### src/rtl/debounce_multi.sv
// Multi-channel push-button / switch debouncer: per-channel synchroniser, FSM and counter,
// producing a debounced level plus one-cycle rise and fall ticks.
module debounce_multi #(
    parameter int CH          = 4,
    parameter int DB_CYCLES   = 4_000_000,
    parameter int SYNC_STAGES = 2
) (
    input  logic          clk_100MHz,
    input  logic          reset,
    input  logic [CH-1:0] btn,
    output logic [CH-1:0] db_level,
    output logic [CH-1:0] db_rise,
    output logic [CH-1:0] db_fall
);

    localparam int CNT_W = $clog2(DB_CYCLES);
    localparam logic [CNT_W-1:0] RELOAD = CNT_W'(DB_CYCLES - 1);

    typedef enum logic [1:0] {
        ZERO  = 2'd0,
        WAIT1 = 2'd1,
        ONE   = 2'd2,
        WAIT0 = 2'd3
    } state_t;

    logic [SYNC_STAGES-1:0] sync_q [CH];
    logic [CH-1:0]          s;

    state_t                 state      [CH];
    state_t                 state_next [CH];
    logic [CNT_W-1:0]       cnt        [CH];
    logic [CNT_W-1:0]       cnt_next   [CH];
    logic [CH-1:0]          level_next;
    logic [CH-1:0]          rise_next;
    logic [CH-1:0]          fall_next;

    // Bit 0 of each chain takes the raw pin; the FSM only looks at the last stage.
    always_ff @(posedge clk_100MHz or posedge reset) begin
        if (reset) begin
            for (int i = 0; i < CH; i++) begin
                sync_q[i] <= '0;
            end
        end else begin
            for (int i = 0; i < CH; i++) begin
                sync_q[i] <= {sync_q[i][SYNC_STAGES-2:0], btn[i]};
            end
        end
    end

    always_comb begin
        for (int i = 0; i < CH; i++) begin
            s[i] = sync_q[i][SYNC_STAGES-1];
        end
    end

    always_comb begin
        for (int i = 0; i < CH; i++) begin
            state_next[i] = state[i];
            cnt_next[i]   = cnt[i];
            level_next[i] = db_level[i];
            rise_next[i]  = 1'b0;
            fall_next[i]  = 1'b0;
            case (state[i])
                ZERO: begin
                    if (s[i]) begin
                        state_next[i] = WAIT1;
                        cnt_next[i]   = RELOAD;
                    end
                end
                WAIT1: begin
                    if (!s[i]) begin
                        state_next[i] = ZERO;
                    end else if (cnt[i] == '0) begin
                        state_next[i] = ONE;
                        level_next[i] = 1'b1;
                        rise_next[i]  = 1'b1;
                    end else begin
                        cnt_next[i] = cnt[i] - CNT_W'(1);
                    end
                end
                ONE: begin
                    if (!s[i]) begin
                        state_next[i] = WAIT0;
                        cnt_next[i]   = RELOAD;
                    end
                end
                WAIT0: begin
                    if (s[i]) begin
                        state_next[i] = ONE;
                    end else if (cnt[i] == '0) begin
                        state_next[i] = ZERO;
                        level_next[i] = 1'b0;
                        fall_next[i]  = 1'b1;
                    end else begin
                        cnt_next[i] = cnt[i] - CNT_W'(1);
                    end
                end
                default: begin
                    state_next[i] = ZERO;
                    level_next[i] = 1'b0;
                end
            endcase
        end
    end

    // Level and ticks are registered so consumers see glitch-free, aligned outputs.
    always_ff @(posedge clk_100MHz or posedge reset) begin
        if (reset) begin
            for (int i = 0; i < CH; i++) begin
                state[i] <= ZERO;
                cnt[i]   <= '0;
            end
            db_level <= '0;
            db_rise  <= '0;
            db_fall  <= '0;
        end else begin
            for (int i = 0; i < CH; i++) begin
                state[i] <= state_next[i];
                cnt[i]   <= cnt_next[i];
            end
            db_level <= level_next;
            db_rise  <= rise_next;
            db_fall  <= fall_next;
        end
    end

endmodule

### config.mk
export PLATFORM = sky130hd
export DESIGN_NAME = debounce_multi
export DESIGN_NICKNAME = d
export VERILOG_FILES = /design/src/rtl/debounce_multi.sv
export SDC_FILE = /design/constraint.sdc
export NUM_CORES = 1
export LEC_CHECK = 0
export ABC_AREA = 1
export CORE_MARGIN = 2
export CORE_UTILIZATION = 30
export DETAILED_ROUTE_END_ITERATION = 8
export PLACE_DENSITY = 0.49
export SLEW_MARGIN = 5
export SYNTH_ARGS = -nofsm -noshare
export SYNTH_HDL_FRONTEND = slang
export SYNTH_SLANG_ARGS = --single-unit
### constraint.sdc
create_clock -name clk_100MHz -period 8.75 [get_ports clk_100MHz]
set_input_delay 1.75 -clock clk_100MHz [delete_from_list [all_inputs] [get_ports clk_100MHz]]
set_output_delay 1.75 -clock clk_100MHz [all_outputs]
set_load 0.01 [all_outputs]
# Word-level counts from Yosys, hierarchy flattened
# Cells that the tools add are included.
# W data, S select, Z words.
# totals
reg_bits,116
input_bits,6
out_inout_bits,12
# op_classes
addsub,4
n_eq_ne,44
n_mux,92
reduce_logical,24
# op_table
operator,count
$mux W22,20
$pmux W22 S4,4
$logic_not A22 Y1,4
$sub A22 B1 Y22 const B,4
$mux W2,24
$ne A2 B2 Y1 const B,24
$mux W1,36
$pmux W2 S4,4
$reduce_and A4 Y1,8
$ne A3 B3 Y1 const B,8
$reduce_and A5 Y1,4
$eq A2 B2 Y1 const B,8
$eq A2 B1 Y1 const B,4
$logic_not A2 Y1,4
$pmux W1 S2,4
$reduce_bool A2 Y1,4

# Longest topological paths before layout
# logic_depth
ltp_word,4
mapped_depth,11
mapped_depth_nobuf,10

# Worst setup path before layout
# No wires, ideal clock.
# synth_timing
path_type,flip-flop to output port
start,reg db_level[0]
end,out db_level[0]
arrival_ps,385
required_ps,7000
slack_ps,6615
path_stages_with_launch,1
cell_sequence,dfrtp_1
# synth_rtl
item,line,rtl
start: declaration,11,"output logic [CH-1:0] db_level,"
start signal: assignment,121,db_level <= level_next;
# No word-level cell between the ends.

==> results.json <==
{
  "outcome": "finished clean",
  "end_kind": "asynchronous set/reset pin",
  "leakage_nw": 3.82,
  "num_antenna_cells": 0,
  "setup-tns-final_ns": 0,
  "cp_max_fo": 65,
  "period_minus_slack_ns": 3.11,
  "ir_drop_uv": 90.8,
  "cts_root_buf": "clkbuf_16",
  "slew_headroom_pct": 38.4,
  "antenna_found_initial": 0,
  "worstMarginPinSlew_ns": 0.922,
  "synth_most_common_cell": "nand2_1",
  "vias_per_cell": 4.58,
  "crit_path_start_kind": "input port",
  "dp.cells": 1278,
  "clock_path_buffers": 2,
  "cp_data_arrival_time_ns": 3.54,
  "cts.sinks": 116,
  "io_pins": 18,
  "yosys_warnings": 0,
  "p_per_area_mw_per_mm2": 181,
  "path_clk_slew_ns": 0.05,
  "crit_family": "buffers and inverters",
  "synth_cell_types": 35,
  "fmax_ghz": 0.321,
  "p_total_mw": 1.43,
  "cts_tree": "yes",
  "routedWlPerCell_microns": 12.0,
  "cts_made_buffers": 17,
  "yosys.area.top_type": "dfrtp_1",
  "drc": 0,
  "ys_seq_area_share_pct": 41.8,
  "syn_to_final_growth_pct": 13.6,
  "crit_chain": "clkdlybuf4s50_1, inv_4, buf_4",
  "crit_path_top_delay_cell": "buf_4",
  "finalHoldViolCount": 0,
  "grt_pass1_wl_microns": 27600,
  "report.final.setup_viol": 0,
  "synth.ff_latch_count": 116,
  "yosys_most_used_dff": "dfrtp_1",
  "cp_num_buf_inv": 3,
  "fin_crit_sh_pct": 35.6,
  "design.die.area_sq_mm": 0.0244,
  "fp.dieW_microns": 156,
  "max_stage_delay_ns": 0.77,
  "place_hpwl_microns": 10800,
  "nets": 1022,
  "finalWeightedCongestion": 0.776,
  "required_ns": 9.17,
  "grt_max_degree": 66,
  "rows": 55,
  "core_area_sq_mm": 0.0227,
  "start_util_pct": 30.6,
  "post_cts_resized": 0,
  "firstDrtPassIters": 4,
  "port_buffers": 17,
  "holdBufCountCts": 0,
  "path_class": "in -> async",
  "synthTopCellsByArea": "dfrtp_1 (42%), nand2_1 (17%), nand3_1 (10%)",
  "synth_top_area_share_pct": 41.8,
  "grt_overflow_total": 0,
  "track_usage_pct": 13.9,
  "clk_latency_ns": 0.42,
  "synthCells": 994,
  "synthTopCellsByCount": "nand2_1 (306), nand3_1 (140), nor2_1 (136), dfrtp_1 (116), inv_1 (109)",
  "drive_gt1_share_pct": 8.89,
  "synth_edf_count": 0,
  "synth_nets": 1004,
  "async_flop_share_pct": 100,
  "postCtsSetupRepairBufs": 0,
  "slew_violations": 0,
  "die_h_microns": 156,
  "hp-class": "reg -> reg",
  "n_fill_cell": 2432,
  "antenna_left": 0,
  "grt_pass1_vias": 5725,
  "drt_iter0_drc": 332,
  "fin_cells": 1309,
  "routed_wl_microns": 15800,
  "maxCapViolCount": 0,
  "skew_ns": 0.0117,
  "cts_max_level": 4,
  "syn_area_sq_mm": 0.00695,
  "vias": 5998,
  "syn_avg_cell_area_sq_um": 6.99,
  "rsz0062_at_grt": "no"
}
-- sequential cells by signal (all words and copies together) (netlist names), named ones only --
register  count
db_level      4
cnt          88
s             4
sync_q        4
db_fall       4
state         4
db_rise       4
-- per-layer routing --
| layer | vias up | GRT usage, % | part of all wire (%) |
|---|---|---|---|
| met3 | 9 | 3.67 | 2.6 |
| met1 | 2736 | 18.8 | 51 |
| met2 | 54 | 22.4 | 46 |
| met4 | 0 | 3.19 | 0.70 |
| li1 | 3199 | - | - |
| met5 | - | 0 | 0 |
-- report_power, final --
part	switching, mW	internal, mW	leakage [nW]	total [mW]
combinational	0.108	0.0487	2.12	0.157
clock	0.242	0.431	0.272	0.673
sequential	0.0314	0.565	1.42	0.597
total	0.381	1.05	3.82	1.43
-- layout by cell type (no fill, tap or decap), types with 4 or more instances in the layout --
cell type and instances:
o21ai_0 46, nand2_4 4, ha_1 4, xor2_1 4
nor2_2 13, a21o_1 5, o21ai_2 11, inv_1 108
nand3_1 140, clkdlybuf4s50_1 17, clkbuf_1 7, nand2_1 306
nor2_1 136, nand4_1 21, clkbuf_16 17, nand2_2 8
o21ai_1 16, or2_2 13, dfrtp_1 116
-- per-stage QoR --
step	setup WS, ns	area [sq um]	hold slack (ns)	utilization, %
global placement	5.08	7340	0.333	32.3
floorplan	3.93	6950	0.331	-
global route	5.30	7890	0.375	34.7
CTS	5.49	7890	0.359	34.7
detailed placement	5.05	7340	0.339	32.3
finish	5.64	7890	0.361	34.7
-- cell families after synthesis --
group           Yosys count  share of synthesized area [%]
compound gates           81                           6.68
xor+xnor                  4                          0.504
fa+ha+maj                 4                          0.720
buf+inv                 133                           8.45
flops                   116                           41.8
simple gates            656                           41.9
-- final timing paths --
check	from	to	slack, ns	cells past startpoint
max	reset	cnt[75]$_DFFE_PP0P_	5.64	3
min	sync_q[0]$_DFF_PP0_	s[3]$_DFF_PP0_	0.36	0
max reg2reg	cnt[0]$_DFFE_PP0P_	cnt[18]$_DFFE_PP0P_	6.36	9
min reg2reg	sync_q[0]$_DFF_PP0_	s[3]$_DFF_PP0_	0.36	0
max in group clk_100MHz	db_level[2]$_DFFE_PP0P_	db_level[2]	5.69	1
min in group asynchronous	reset	db_rise[2]$_DFF_PP0_	1.80	2
-- area by class of cell --
class / instances / area (sq um) / area share [%]
multi-input cells: 745 / 3460 / 43.8
flip-flops and latches: 116 / 2900 / 36.8
clock buffers: 26 / 479 / 6.07
inverters: 112 / 425 / 5.39
well taps: 285 / 357 / 4.52
repair buffers: 20 / 193 / 2.44
clock inverters: 5 / 75.1 / 0.951
Note: power is estimated with default switching activity, not from simulation.
